`config.mk`:
```
export PLATFORM = sky130hd
export DESIGN_NAME = apb_cmd_master_flat
export DESIGN_NICKNAME = d
export VERILOG_FILES = /design/src/rtl/apb_cmd_master_if.sv /design/src/rtl/apb_cmd_master.sv /design/src/flat_wrapper.sv
export SDC_FILE = /design/constraint.sdc
export NUM_CORES = 1
export LEC_CHECK = 0
export ABC_CLOCK_PERIOD_IN_PS = 2100
export CORE_ASPECT_RATIO = 1.4
export CORE_MARGIN = 8
export CORE_UTILIZATION = 41
export CTS_CLUSTER_DIAMETER = 150
export DETAILED_ROUTE_END_ITERATION = 7
export PLACE_DENSITY_LB_ADDON = 0.1
export REMOVE_ABC_BUFFERS = 1
export SYNTH_ARGS = -nofsm -noshare
export SYNTH_HDL_FRONTEND = slang
export SYNTH_SLANG_ARGS = --single-unit
```
`constraint.sdc`:
```
create_clock -name clk -period 2.1 [get_ports clk]
set_input_delay 0.315 -clock clk [delete_from_list [all_inputs] [get_ports clk]]
set_output_delay 0.315 -clock clk [all_outputs]
set_load 0.01 [all_outputs]
```
`src/rtl/apb_cmd_master_if.sv`:
```
`default_nettype none
// +----------------------------------------------------------------------+
// | Module  : apb_cmd_master_if                                          |
// | Brief   : Command/response handshake plus APB4 requester bus bundle  |
// | Revision: 1.0 - initial release                                      |
// +----------------------------------------------------------------------+
interface apb_cmd_master_if #(
  parameter int ADDR_W = 12,
  parameter int DATA_W = 32
);
  localparam int STRB_W = DATA_W / 8;

  logic              cmd_valid;
  logic              cmd_ready;
  logic              cmd_write;
  logic [ADDR_W-1:0] cmd_addr;
  logic [DATA_W-1:0] cmd_wdata;
  logic [STRB_W-1:0] cmd_strb;

  logic              rsp_valid;
  logic              rsp_ready;
  logic [DATA_W-1:0] rsp_rdata;
  logic              rsp_err;
  logic              rsp_timeout;

  logic [ADDR_W-1:0] paddr;
  logic              psel;
  logic              penable;
  logic              pwrite;
  logic [DATA_W-1:0] pwdata;
  logic [STRB_W-1:0] pstrb;
  logic [DATA_W-1:0] prdata;
  logic              pready;
  logic              pslverr;

  modport master (
    input  cmd_valid, cmd_write, cmd_addr, cmd_wdata, cmd_strb, rsp_ready,
    input  prdata, pready, pslverr,
    output cmd_ready, rsp_valid, rsp_rdata, rsp_err, rsp_timeout,
    output paddr, psel, penable, pwrite, pwdata, pstrb
  );

  modport slave (
    output cmd_valid, cmd_write, cmd_addr, cmd_wdata, cmd_strb, rsp_ready,
    output prdata, pready, pslverr,
    input  cmd_ready, rsp_valid, rsp_rdata, rsp_err, rsp_timeout,
    input  paddr, psel, penable, pwrite, pwdata, pstrb
  );
endinterface
`default_nettype wire

```
`src/rtl/apb_cmd_master.sv`:
```
`default_nettype none
// +----------------------------------------------------------------------+
// | Module  : apb_cmd_master                                             |
// | Brief   : Single-transfer APB4 requester with wait-state watchdog    |
// | Revision: 1.0 - initial release                                      |
// +----------------------------------------------------------------------+
module apb_cmd_master #(
  parameter int ADDR_W   = 12,
  parameter int DATA_W   = 32,
  parameter int TIMEOUT  = 255,
  parameter int TO_CNT_W = 8
) (
  input  wire logic        clk,
  input  wire logic        rst_n,
  apb_cmd_master_if.master bus
);
  localparam int STRB_W = DATA_W / 8;
  localparam bit c_TO_EN = (TIMEOUT != 0);
  localparam logic [TO_CNT_W-1:0] c_TO_LAST = TO_CNT_W'((TIMEOUT > 0) ? TIMEOUT - 1 : 0);

  typedef enum logic [1:0] {
    S_IDLE   = 2'd0,
    S_SETUP  = 2'd1,
    S_ACCESS = 2'd2,
    S_RESP   = 2'd3
  } state_t;

  state_t              r_state;
  state_t              w_next;
  logic [ADDR_W-1:0]   r_addr;
  logic                r_write;
  logic [DATA_W-1:0]   r_wdata;
  logic [STRB_W-1:0]   r_strb;
  logic [TO_CNT_W-1:0] r_wait_cnt;
  logic [DATA_W-1:0]   r_rdata;
  logic                r_err;
  logic                r_timeout;

  logic w_accept;
  logic w_abort;
  logic w_psel;
  logic w_penable;
  logic w_cmd_ready;
  logic w_rsp_valid;

  assign w_accept = bus.cmd_valid && (r_state == S_IDLE);
  // Only meaningful in ACCESS; pready always wins over the watchdog.
  assign w_abort  = c_TO_EN && !bus.pready && (r_wait_cnt == c_TO_LAST);

  always_ff @(posedge clk or negedge rst_n) begin
    if (!rst_n) begin
      r_state <= S_IDLE;
    end else begin
      r_state <= w_next;
    end
  end

  always_comb begin
    w_next      = r_state;
    w_psel      = 1'b0;
    w_penable   = 1'b0;
    w_cmd_ready = 1'b0;
    w_rsp_valid = 1'b0;
    case (r_state)
      S_IDLE: begin
        w_cmd_ready = 1'b1;
        if (bus.cmd_valid) w_next = S_SETUP;
      end
      S_SETUP: begin
        w_psel = 1'b1;
        w_next = S_ACCESS;
      end
      S_ACCESS: begin
        w_psel    = 1'b1;
        w_penable = 1'b1;
        if (bus.pready || w_abort) w_next = S_RESP;
      end
      S_RESP: begin
        w_rsp_valid = 1'b1;
        if (bus.rsp_ready) w_next = S_IDLE;
      end
      default: w_next = S_IDLE;
    endcase
  end

  // Read transfers drive zero data and strobes so the slave never sees stale write bytes.
  always_ff @(posedge clk or negedge rst_n) begin
    if (!rst_n) begin
      r_addr     <= '0;
      r_write    <= 1'b0;
      r_wdata    <= '0;
      r_strb     <= '0;
      r_wait_cnt <= '0;
      r_rdata    <= '0;
      r_err      <= 1'b0;
      r_timeout  <= 1'b0;
    end else if (w_accept) begin
      r_addr     <= bus.cmd_addr;
      r_write    <= bus.cmd_write;
      r_wdata    <= bus.cmd_write ? bus.cmd_wdata : '0;
      r_strb     <= bus.cmd_write ? bus.cmd_strb : '0;
      r_wait_cnt <= '0;
    end else if (r_state == S_ACCESS) begin
      if (bus.pready) begin
        r_rdata   <= r_write ? '0 : bus.prdata;
        r_err     <= bus.pslverr;
        r_timeout <= 1'b0;
      end else if (w_abort) begin
        r_rdata   <= '0;
        r_err     <= 1'b1;
        r_timeout <= 1'b1;
      end else begin
        r_wait_cnt <= r_wait_cnt + TO_CNT_W'(1);
      end
    end
  end

  assign bus.cmd_ready   = w_cmd_ready;
  assign bus.rsp_valid   = w_rsp_valid;
  assign bus.rsp_rdata   = r_rdata;
  assign bus.rsp_err     = r_err;
  assign bus.rsp_timeout = r_timeout;
  assign bus.psel        = w_psel;
  assign bus.penable     = w_penable;
  assign bus.paddr       = r_addr;
  assign bus.pwrite      = r_write;
  assign bus.pwdata      = r_wdata;
  assign bus.pstrb       = r_strb;
endmodule
`default_nettype wire
```
`src/flat_wrapper.sv`:
```
// flat-port wrapper written by rule: the top's interface ports become plain ports
module apb_cmd_master_flat 
#(
  parameter int ADDR_W   = 12,
  parameter int DATA_W   = 32,
  parameter int TIMEOUT  = 255,
  parameter int TO_CNT_W = 8
)
  (clk, rst_n, bus_cmd_valid, bus_cmd_write, bus_cmd_addr, bus_cmd_wdata, bus_cmd_strb, bus_rsp_ready, bus_prdata, bus_pready, bus_pslverr, bus_cmd_ready, bus_rsp_valid, bus_rsp_rdata, bus_rsp_err, bus_rsp_timeout, bus_paddr, bus_psel, bus_penable, bus_pwrite, bus_pwdata, bus_pstrb);
  apb_cmd_master_if #(.ADDR_W(ADDR_W), .DATA_W(DATA_W)) bus_i ();
  input  wire logic clk;
  input  wire logic rst_n;
  input wire logic [$bits(bus_i.cmd_valid)-1:0] bus_cmd_valid;
  input wire logic [$bits(bus_i.cmd_write)-1:0] bus_cmd_write;
  input wire logic [$bits(bus_i.cmd_addr)-1:0] bus_cmd_addr;
  input wire logic [$bits(bus_i.cmd_wdata)-1:0] bus_cmd_wdata;
  input wire logic [$bits(bus_i.cmd_strb)-1:0] bus_cmd_strb;
  input wire logic [$bits(bus_i.rsp_ready)-1:0] bus_rsp_ready;
  input wire logic [$bits(bus_i.prdata)-1:0] bus_prdata;
  input wire logic [$bits(bus_i.pready)-1:0] bus_pready;
  input wire logic [$bits(bus_i.pslverr)-1:0] bus_pslverr;
  output wire logic [$bits(bus_i.cmd_ready)-1:0] bus_cmd_ready;
  output wire logic [$bits(bus_i.rsp_valid)-1:0] bus_rsp_valid;
  output wire logic [$bits(bus_i.rsp_rdata)-1:0] bus_rsp_rdata;
  output wire logic [$bits(bus_i.rsp_err)-1:0] bus_rsp_err;
  output wire logic [$bits(bus_i.rsp_timeout)-1:0] bus_rsp_timeout;
  output wire logic [$bits(bus_i.paddr)-1:0] bus_paddr;
  output wire logic [$bits(bus_i.psel)-1:0] bus_psel;
  output wire logic [$bits(bus_i.penable)-1:0] bus_penable;
  output wire logic [$bits(bus_i.pwrite)-1:0] bus_pwrite;
  output wire logic [$bits(bus_i.pwdata)-1:0] bus_pwdata;
  output wire logic [$bits(bus_i.pstrb)-1:0] bus_pstrb;
  assign bus_i.cmd_valid = bus_cmd_valid;
  assign bus_i.cmd_write = bus_cmd_write;
  assign bus_i.cmd_addr = bus_cmd_addr;
  assign bus_i.cmd_wdata = bus_cmd_wdata;
  assign bus_i.cmd_strb = bus_cmd_strb;
  assign bus_i.rsp_ready = bus_rsp_ready;
  assign bus_i.prdata = bus_prdata;
  assign bus_i.pready = bus_pready;
  assign bus_i.pslverr = bus_pslverr;
  assign bus_cmd_ready = bus_i.cmd_ready;
  assign bus_rsp_valid = bus_i.rsp_valid;
  assign bus_rsp_rdata = bus_i.rsp_rdata;
  assign bus_rsp_err = bus_i.rsp_err;
  assign bus_rsp_timeout = bus_i.rsp_timeout;
  assign bus_paddr = bus_i.paddr;
  assign bus_psel = bus_i.psel;
  assign bus_penable = bus_i.penable;
  assign bus_pwrite = bus_i.pwrite;
  assign bus_pwdata = bus_i.pwdata;
  assign bus_pstrb = bus_i.pstrb;
  apb_cmd_master #(.ADDR_W(ADDR_W), .DATA_W(DATA_W), .TIMEOUT(TIMEOUT), .TO_CNT_W(TO_CNT_W)) u_core (.clk(clk), .rst_n(rst_n), .bus(bus_i));
endmodule
```
# Word level (Yosys, flattened, before mapping)
# Index checks and enable logic that the tools add are counted.
dict set report totals {
  regBits 93
  inputBits 87
  out_inout_bits 87
  wordCells 51
}
dict set report classes {
  n_addsub 1
  eq_ne 9
  mux 20
  n_bitwise 1
  n_reduce_logical 11
}
# op count
set ops {}
lappend ops {{$mux 32} 4}
lappend ops {{$mux 8} 4}
lappend ops {{$reduce_and 3->1} 3}
lappend ops {{$add 8x1->8 const B} 1}
lappend ops {{$eq 8x8->1 const B} 1}
lappend ops {{$pmux 2 s4} 1}
lappend ops {{$mux 1} 7}
lappend ops {{$mux 2} 3}
lappend ops {{$ne 2x1->1 const B} 3}
lappend ops {{$eq 2x2->1 const B} 2}
lappend ops {{$mux 4} 1}
lappend ops {{$ne 2x2->1 const B} 2}
lappend ops {{$reduce_bool 2->1} 2}
lappend ops {{$eq 2x1->1 const B} 1}
lappend ops {{$logic_and 1x1->1} 2}
lappend ops {{$logic_not 2->1} 1}
lappend ops {{$reduce_or 2->1} 1}
lappend ops {{$logic_not 1->1} 1}
lappend ops {{$logic_or 1x1->1} 1}
lappend ops {{$not 1->1} 1}

# Depth between registers and ports, before layout
# Gate-level depths: netlist of the first run.
dict set report logic_depth {
  ltp_word 6
  ltp_mapped 7
  mapped_depth_nobuf 6
}

# Worst setup path before layout of the first run
# OpenSTA, ideal clock, no wires.
dict set report synth_path {
  kind {flip-flop to flip-flop}
  startpoint {reg u_core.r_state[0]}
  endpoint {reg u_core.r_rdata[0], in the netlist u_core.bus.rsp_rdata[0]}
  setup_time_ns 0.121
  arrival_ns 1.585
  required_ns 1.979
  path_slack_ns 0.394
  stages_incl_launch_ff 8
  cell_sequence {dfrtp_1 -> inv_1 -> ha_1 -> nand2_1 -> clkbuf_1 -> o211ai_2 -> buf_6 -> a22o_1}
}
dict set report synth_between {
  elab_chain_cells 4
  elab_cells_between_ends 5
}
# item line
set synth_lines {}
lappend synth_lines {{start: declaration} apb_cmd_master.sv:28} ;# state_t r_state;
lappend synth_lines {{start signal: assignment} apb_cmd_master.sv:54} ;# r_state <= w_next;
lappend synth_lines {{$logic_not 2->1} apb_cmd_master.sv:46} ;# assign w_accept = bus.cmd_valid && (r_state == S_IDLE);
lappend synth_lines {{$logic_and 1x1->1} apb_cmd_master.sv:46}
lappend synth_lines {{$not 1->1 (no line)} n/a}
lappend synth_lines {{$reduce_and 3->1 (no line) (*)} n/a}
lappend synth_lines {{end signal: assignment} apb_cmd_master.sv:105} ;# r_rdata <= r_write ? '0 : bus.prdata;
lappend synth_lines {{end: declaration} apb_cmd_master.sv:35} ;# logic [DATA_W-1:0] r_rdata;
# Every way passes the cells marked *; elsewhere a longest branch is shown, timed or not.
# A chain may end at the register's enable or synchronous reset.

# Final worst setup path of the first run
dict set report layout_path {
  startpoint {reg u_core.r_state[0]}
  endpoint {out bus_penable}
}
dict set report layout_between {
  elab_chain_cells 2
}
# item line
set layout_lines {}
lappend layout_lines {{$eq 2x2->1} apb_cmd_master.sv:64} ;# case (r_state)
lappend layout_lines {{$mux 1} apb_cmd_master.sv:64}
lappend layout_lines {{end: declaration} flat_wrapper.sv:29} ;# output wire logic [$bits(bus_i.penable)-1:0] bus_penable;
# Every way passes these cells.

==> reports/results.md, run 1 <==
| Stage | Parameter | This run |
| --- | --- | --- |
| cts | Post-CTS Setup Bufs | 0 |
| timing | Setup repair after global routing missed its margin | false |
| route | Mean routed wirelength per cell | 17.0 um |
| route | DRC | 0 |
| cts | CTS H-tree depth | 3 |
| route | Initial drt markers | 107 |
| floorplanning | Chip width | 96.6 um |
| timing | Worst-margin pin slew | 0.724 ns |
| flow run | Max_cap viols | 0 |
| outcome | Status | finished, final reports clean |
| setup path | Worst Path Max Fanout | 7 |
| cts | TritonCTS Buffers | 9 |
| layout | Fraction of layout instances using a drive strength above 1 | 6.38% |
| global route | Global-route wire length before repair | 17700 um |
| layout | N_diodes | 0 |
| setup path | Critical path buffers and inverters | 3 |
| logic synthesis | Combined area of all synthesized cells | 3730 um^2 |
| timing | Post-route minimum period | 2.03 ns |
| layout | Number of nets in the final layout | 623 |
| setup path | Startpoint class of the critical path | flop |
| route | Total via count after detailed routing | 3230 |
| setup path | Critical path data arrival time | 1.71 ns |
| global route | Vias in the first global route | 3320 |
| global route | Largest net degree at the start of global routing | 56 |
| place | Number of input and output port buffers inserted | 173 |
| layout | Signed area change from the synthesized netlist to the final layout | 58.1% |
| logic synthesis | Unique masters post-synth | 35 |
| timing | Setup violations, final | 0 |
| timing | Final worst path period share | 96.5% |
| cts | Reg clk slew, reported paths | 0.06 ns |
| timing | Clock Skews | 0.00804 ns |
| cts | CTS tree | built |
| logic synthesis | Total of flip-flops plus latches after synthesis | 93 |
| logic synthesis | Sequential share of the synthesized area | 62.4% |
| logic synthesis | Leading register cell type out of synthesis | sky130_fd_sc_hd__dfrtp_1 |
| power and ir drop | Total net switching power | 2.62 mW |
| floorplanning | Area inside the core boundary | 8930 um^2 |
| route | Drt via density | 5.05 |
| floorplanning | Effective utilization at floorplan | 41.8% |
| power and ir drop | Total Power | 7.96 mW |
| logic synthesis | Most frequently used cell type in the post-synthesis netlist | sky130_fd_sc_hd__nand2_1 |
| power and ir drop | Internal | 5.33 mW |
| floorplanning | Die height | 129 um |
| power and ir drop | Reported leakage power | 2.79 nW |
| logic synthesis | Number of instances in the synthesized netlist | 356 |
| logic synthesis | Fraction of post-synthesis cell area in the top cell type by area | 62.4% |
| route | First-pass iteration count of the detailed router | 4 |
| logic synthesis | Proportion of synthesized flip-flops having asynchronous set or reset | 100% |
| hold path | Class of the most critical hold timing path | flop to flop |
| power and ir drop | Worst IR Drop VDD | 0.745 mV |
| timing | Worst setup margin | 0.0735 ns |
| power and ir drop | Share of power burned in registers | 37.2% |
| floorplanning | Die Footprint | 12500 um^2 |
| floorplanning | Floorplan row count | 41 |
| global route | Number of antenna violations at the first check in global routing | 0 |
| timing | Timing-limited maximum frequency | 493 MHz |
| route | Post-route antenna net violation count | 0 |
| setup path | Highest-delay cell along the critical path | sky130_fd_sc_hd__clkdlybuf4s50_1 |
| place | Post-DP HPWL | 7930 um |
| route | Detailed Route WL | 10900 um |
| logic synthesis | Leading area contributor after synthesis | sky130_fd_sc_hd__dfrtp_1 |
| logic synthesis | Commonest cells post-synth | sky130_fd_sc_hd__nand2_1, sky130_fd_sc_hd__dfrtp_1, sky130_fd_sc_hd__nand3_1 |
| cts | Clock network latency to the later pin of the worst-skew pair | 0.33 ns |
| logic synthesis | Synthesized area per cell | 10.5 um^2 |
| cts | Clock tree buffer depth | 2 |
| setup path | Element type at the critical path end | primary output |
| setup path | Slowest stage delay, CP | 0.57 ns |
| logic synthesis | Warning count from the yosys run | 0 |
| cts | Clock Sinks | 93 |
| timing | Final hold viol count | 0 |
| timing | Max-slew headroom | 51.6% |
| power and ir drop | Portion of total power attributed to combinational logic | 44.6% |
| setup path | Crit-path leading delay family | buffers and inverters |
| place | GP Congestion | 0.762 |
| power and ir drop | Clock network fraction of total power | 18.1% |
| logic synthesis | Post-synth EDFFs | 0 |
| timing | Final count of pins violating max slew | 0 |
| place | DP Worst Slack | -0.188 ns |
| logic synthesis | Top post-synthesis cells by area | sky130_fd_sc_hd__dfrtp_1, sky130_fd_sc_hd__nand2_1, sky130_fd_sc_hd__a22o_1 |
| power and ir drop | Switching Share | 33.0% |
| setup path | Cell chain of the critical path | inv_1 -> ha_1 -> buf_4 -> clkdlybuf4s50_1 |
| setup path | Required time of the critical path | 1.78 ns |
| global route | Final global-route overflow total | 0 |
| cts | Cell at the root of the clock tree | sky130_fd_sc_hd__clkbuf_16 |
| floorplanning | Number of top-level design ports | 174 |
| power and ir drop | Cell area power density | 1350 nW/um^2 |
| setup path | Class of the most critical setup path | flop to primary output |
| global route | All-layer global routing usage | 17.4% |
path summary, 6_finish.rpt:
path                                       endpoint  slack [ns]  depth (start not counted)                  start
min in group asynchronous  u_core.bus.rsp_rdata[30]        0.50                          2                  rst_n
min reg2reg                   u_core.bus.pwdata[11]        0.47                          2  u_core.bus.pwdata[11]
max reg2reg                 u_core.bus.rsp_rdata[8]        0.27                          7      u_core.r_state[1]
min                           u_core.bus.pwdata[11]        0.47                          2  u_core.bus.pwdata[11]
max                                     bus_penable        0.07                          4      u_core.r_state[0]
max in group asynchronous         u_core.r_state[0]        0.99                          3                  rst_n
state kept, by name, indices dropped and copies added, names as in the netlist, 2 cells and up:
register	count
u_core.r_wait_cnt	8
u_core.bus.rsp_rdata	32
u_core.bus.pstrb	4
u_core.r_state	2
u_core.bus.paddr	12
u_core.bus.pwdata	32
layout make-up:
class,instances,area [um^2]
Fill cell,745,3030
Sequential cell,93,2330
Timing Repair Buffer,185,1880
Multi-Input combinational cell,233,1270
Clock buffer,13,250
Tap cell,107,134
Inverter,8,30.0
Clock inverter,1,8.76
power by group through the flow:
stage / logic [mW] / clock network (mW) / registers, mW
finish: 3.55 / 1.44 / 2.96
global route: 3.87 / 1.55 / 3.06
CTS: 3.61 / 1.48 / 2.97
detailed placement: 3.59 / 0 / 2.98
global placement: 3.52 / 0 / 2.95
floorplan: 1.08 / 0 / 3.27
kinds of logic (layout without fill, tap and decap cells):
logic type | after synthesis | in the layout | share of synthesized area [%]
adders and majority gates | 6 | 6 | 2.01
AOI/OAI and AO/OA | 50 | 50 | 11.1
xor gates and xnor gates | 2 | 2 | 0.470
buffers and inverters | 30 | 207 | 3.76
and+or+nand+nor | 174 | 174 | 20.0
DFF | 93 | 93 | 62.4
muxes | 1 | 1 | 0.302
through the flow:
| stage | TNS (ns) | hold slack [ns] | cell area [um^2] | instances | utilization [%] |
|---|---|---|---|---|---|
| finish | 0 | 0.465 | 5900 | 640 | 66.1 |
| global route | 0 | 0.489 | 5900 | 640 | 66.1 |
| CTS | 0 | 0.469 | 5900 | 640 | 66.1 |
| detailed placement | -5.52 | 0.324 | 5620 | 625 | 63.0 |
| global placement | -4.13 | 0.319 | 5620 | 625 | 63.0 |
| floorplan | -35.62 | 0.0194 | 3620 | 334 | - |
worst register-to-register path: stages, from the launching register on:
cell and delay, ns:
sky130_fd_sc_hd__dfrtp_1 0.39, sky130_fd_sc_hd__inv_1 0.08, sky130_fd_sc_hd__ha_1 0.21, sky130_fd_sc_hd__nand2_2 0.08, sky130_fd_sc_hd__buf_6 0.36, sky130_fd_sc_hd__o211ai_2 0.19, sky130_fd_sc_hd__buf_12 0.20, sky130_fd_sc_hd__a22o_1 0.22
timing repair:
item | in CTS | in global routing
setup endpoints to repair | 32 | 33
hold buffers | 1 | 0
endpoints found under the hold margin | 36 | 0
gates resized for setup | 1 | 1
pin swaps | 0 | 0
cell usage in the layout (no fill, tap or decap), types with 2 or more instances in the layout:
cell type,instances
sky130_fd_sc_hd__nand3_1,38
sky130_fd_sc_hd__ha_1,6
sky130_fd_sc_hd__buf_4,7
sky130_fd_sc_hd__buf_12,4
sky130_fd_sc_hd__a21oi_1,3
sky130_fd_sc_hd__nand2_1,115
sky130_fd_sc_hd__clkbuf_16,9
sky130_fd_sc_hd__nor2_1,9
sky130_fd_sc_hd__a31oi_1,3
sky130_fd_sc_hd__inv_1,8
sky130_fd_sc_hd__a22o_1,32
sky130_fd_sc_hd__dfrtp_1,93
sky130_fd_sc_hd__o21ai_0,2
sky130_fd_sc_hd__clkbuf_1,3
sky130_fd_sc_hd__or3_1,2
sky130_fd_sc_hd__clkdlybuf4s50_1,172
per-layer routing:
metal	vias up	share of wire (%)	GRT usage (%)
met5	-	0	0
met4	0	1.4	7.63
met3	10	8.2	6.38
met2	134	46	26.5
met1	1545	44	21.8
li1	1541	-	-
Note: power is estimated with default switching activity, not from simulation.
==> run 2: changes to the inputs <==
Settings changed: ABC_AREA from default to 0.
==> results of run 2 <==
Final layout, timing and power as in run 1 (identical DEF).
==> variant: new RTL, config.mk and constraints of run 1 <==
Encoding of `state_t`: now Gray code (2 bits for 4 states).
--- a/src/rtl/apb_cmd_master.sv
+++ b/src/rtl/apb_cmd_master.sv
@@ -20,8 +20,8 @@
 
   typedef enum logic [1:0] {
-    S_IDLE   = 2'd0,
-    S_SETUP  = 2'd1,
-    S_ACCESS = 2'd2,
-    S_RESP   = 2'd3
+    S_IDLE   = 2'b00,
+    S_SETUP  = 2'b01,
+    S_ACCESS = 2'b11,
+    S_RESP   = 2'b10
   } state_t;
 
Behaviour: no difference found for any inputs over 10 cycles, from zero or initial values and one cycle with rst_n low; not proved beyond that.
==> variant against run 1 <==
Utilization is 2.0 points lower; register-to-register slack improved by 0.04 ns; power is 3.0% higher; hold slack lost 0.0030 ns; routed wire length increased by 5.1%; clock skew fell by 0.0016 ns; global-route usage grew 0.38 points; worst setup slack gained 0.14 ns; synthesized area increased by 6.6%; final area up 2.7%; synthesized cell count grew 17%; sequential cell count stayed put; count of clock-buffer cells in the layout fell by 3; largest cell class unchanged; highest routed layer unchanged.
==> variant: results (changes against run 1) <==
[critical_path]
r2r.worst_path.cells=5  ; -2
cp.arrival_ns=1.57  ; -0.14 ns
rrSetupSlack_ns=0.31  ; +0.04 ns
critical_path.max_fanout=8  ; +1
worst_r2r_endpoint=u_core.r_wait_cnt[4]

[finish]
layout-drive-gt1-share=0.0564  ; -0.00738
final_nets=672  ; +7.9%
fillerInstances=773  ; +3.8%

[logic_synthesis]
synth_seq_area_share=0.585  ; -0.0388
synth.distinct_cells=34  ; -2.9%
synth_common_cells=115 x nand2_1, 93 x dfrtp_1, 41 x nand3_1
top_cells_by_area_synth=dfrtp_1 58%, nand2_1 11%, nand4b_1 7.0%, nand3_1 5.2%, o21ai_0 4.3%
post_synth.cell_area_avg_sq_um=9.54  ; -9.0%

[placement]
dp_slack_ns=0.162  ; +0.350 ns
dpl.hpwl_um=8290  ; +4.5%
final_gp_congestion=0.754  ; -1.0%

[route]
detail_route.wirelength_um=11400  ; +5.1%
wl_met3_um=1310  ; +48%

[power]
power.switching_fraction=0.341  ; +0.0115
ir_worst_vdd_mv=0.616  ; -17%

[grt]
grt_first_pass_wirelength_um=19000  ; +7.5%
grt_max_degree=38  ; -32%
grt_util_met1=0.210  ; -0.00872
grt_pass1_vias=3651  ; +10%
grtUsageMet2=0.278  ; +0.0130
global_route.usage.total=0.178  ; +0.00382

[sta]
slew_worst_pin_ns=0.456  ; -0.268 ns
finalHoldWorstSlack_ns=0.462  ; -0.00303 ns

[outcome]
result_of_the_run=finished clean

[min_path]
hold_path_end=u_core.bus.pwdata[1]

[clock_tree]
cts_repair_resize_count=0  ; -1

## variant: layout make-up
class                           count  area, sq um  area share
Clock buffer                       10          239      0.0394
Inverter                           36          135      0.0223
Sequential cell                    93         2330       0.384
Clock inverter                      3         15.0     0.00248
Tap cell                          110          138      0.0227
Timing Repair Buffer              186         1840       0.304
Multi-Input combinational cell    257         1370       0.225
## variant: kinds of logic (layout without fill, tap and decap cells)
logic type | count (synthesis) | after routing | synth area share
compound gates | 49 | 49 | 0.0755
simple gates | 203 | 203 | 0.255
xor+xnor | 3 | 3 | 0.00660
flops | 93 | 93 | 0.585
fa+ha+maj | 2 | 2 | 0.00629
buf+inv | 67 | 235 | 0.0720
## variant: power groups by stage
stage               Clock [W]  Combinational [W]  Sequential (W)
floorplan                   0            0.00102         0.00346
global placement            0            0.00372         0.00306
detailed placement          0            0.00376         0.00309
CTS                   0.00147            0.00379         0.00307
global route          0.00154            0.00407         0.00318
finish                0.00142            0.00371         0.00307
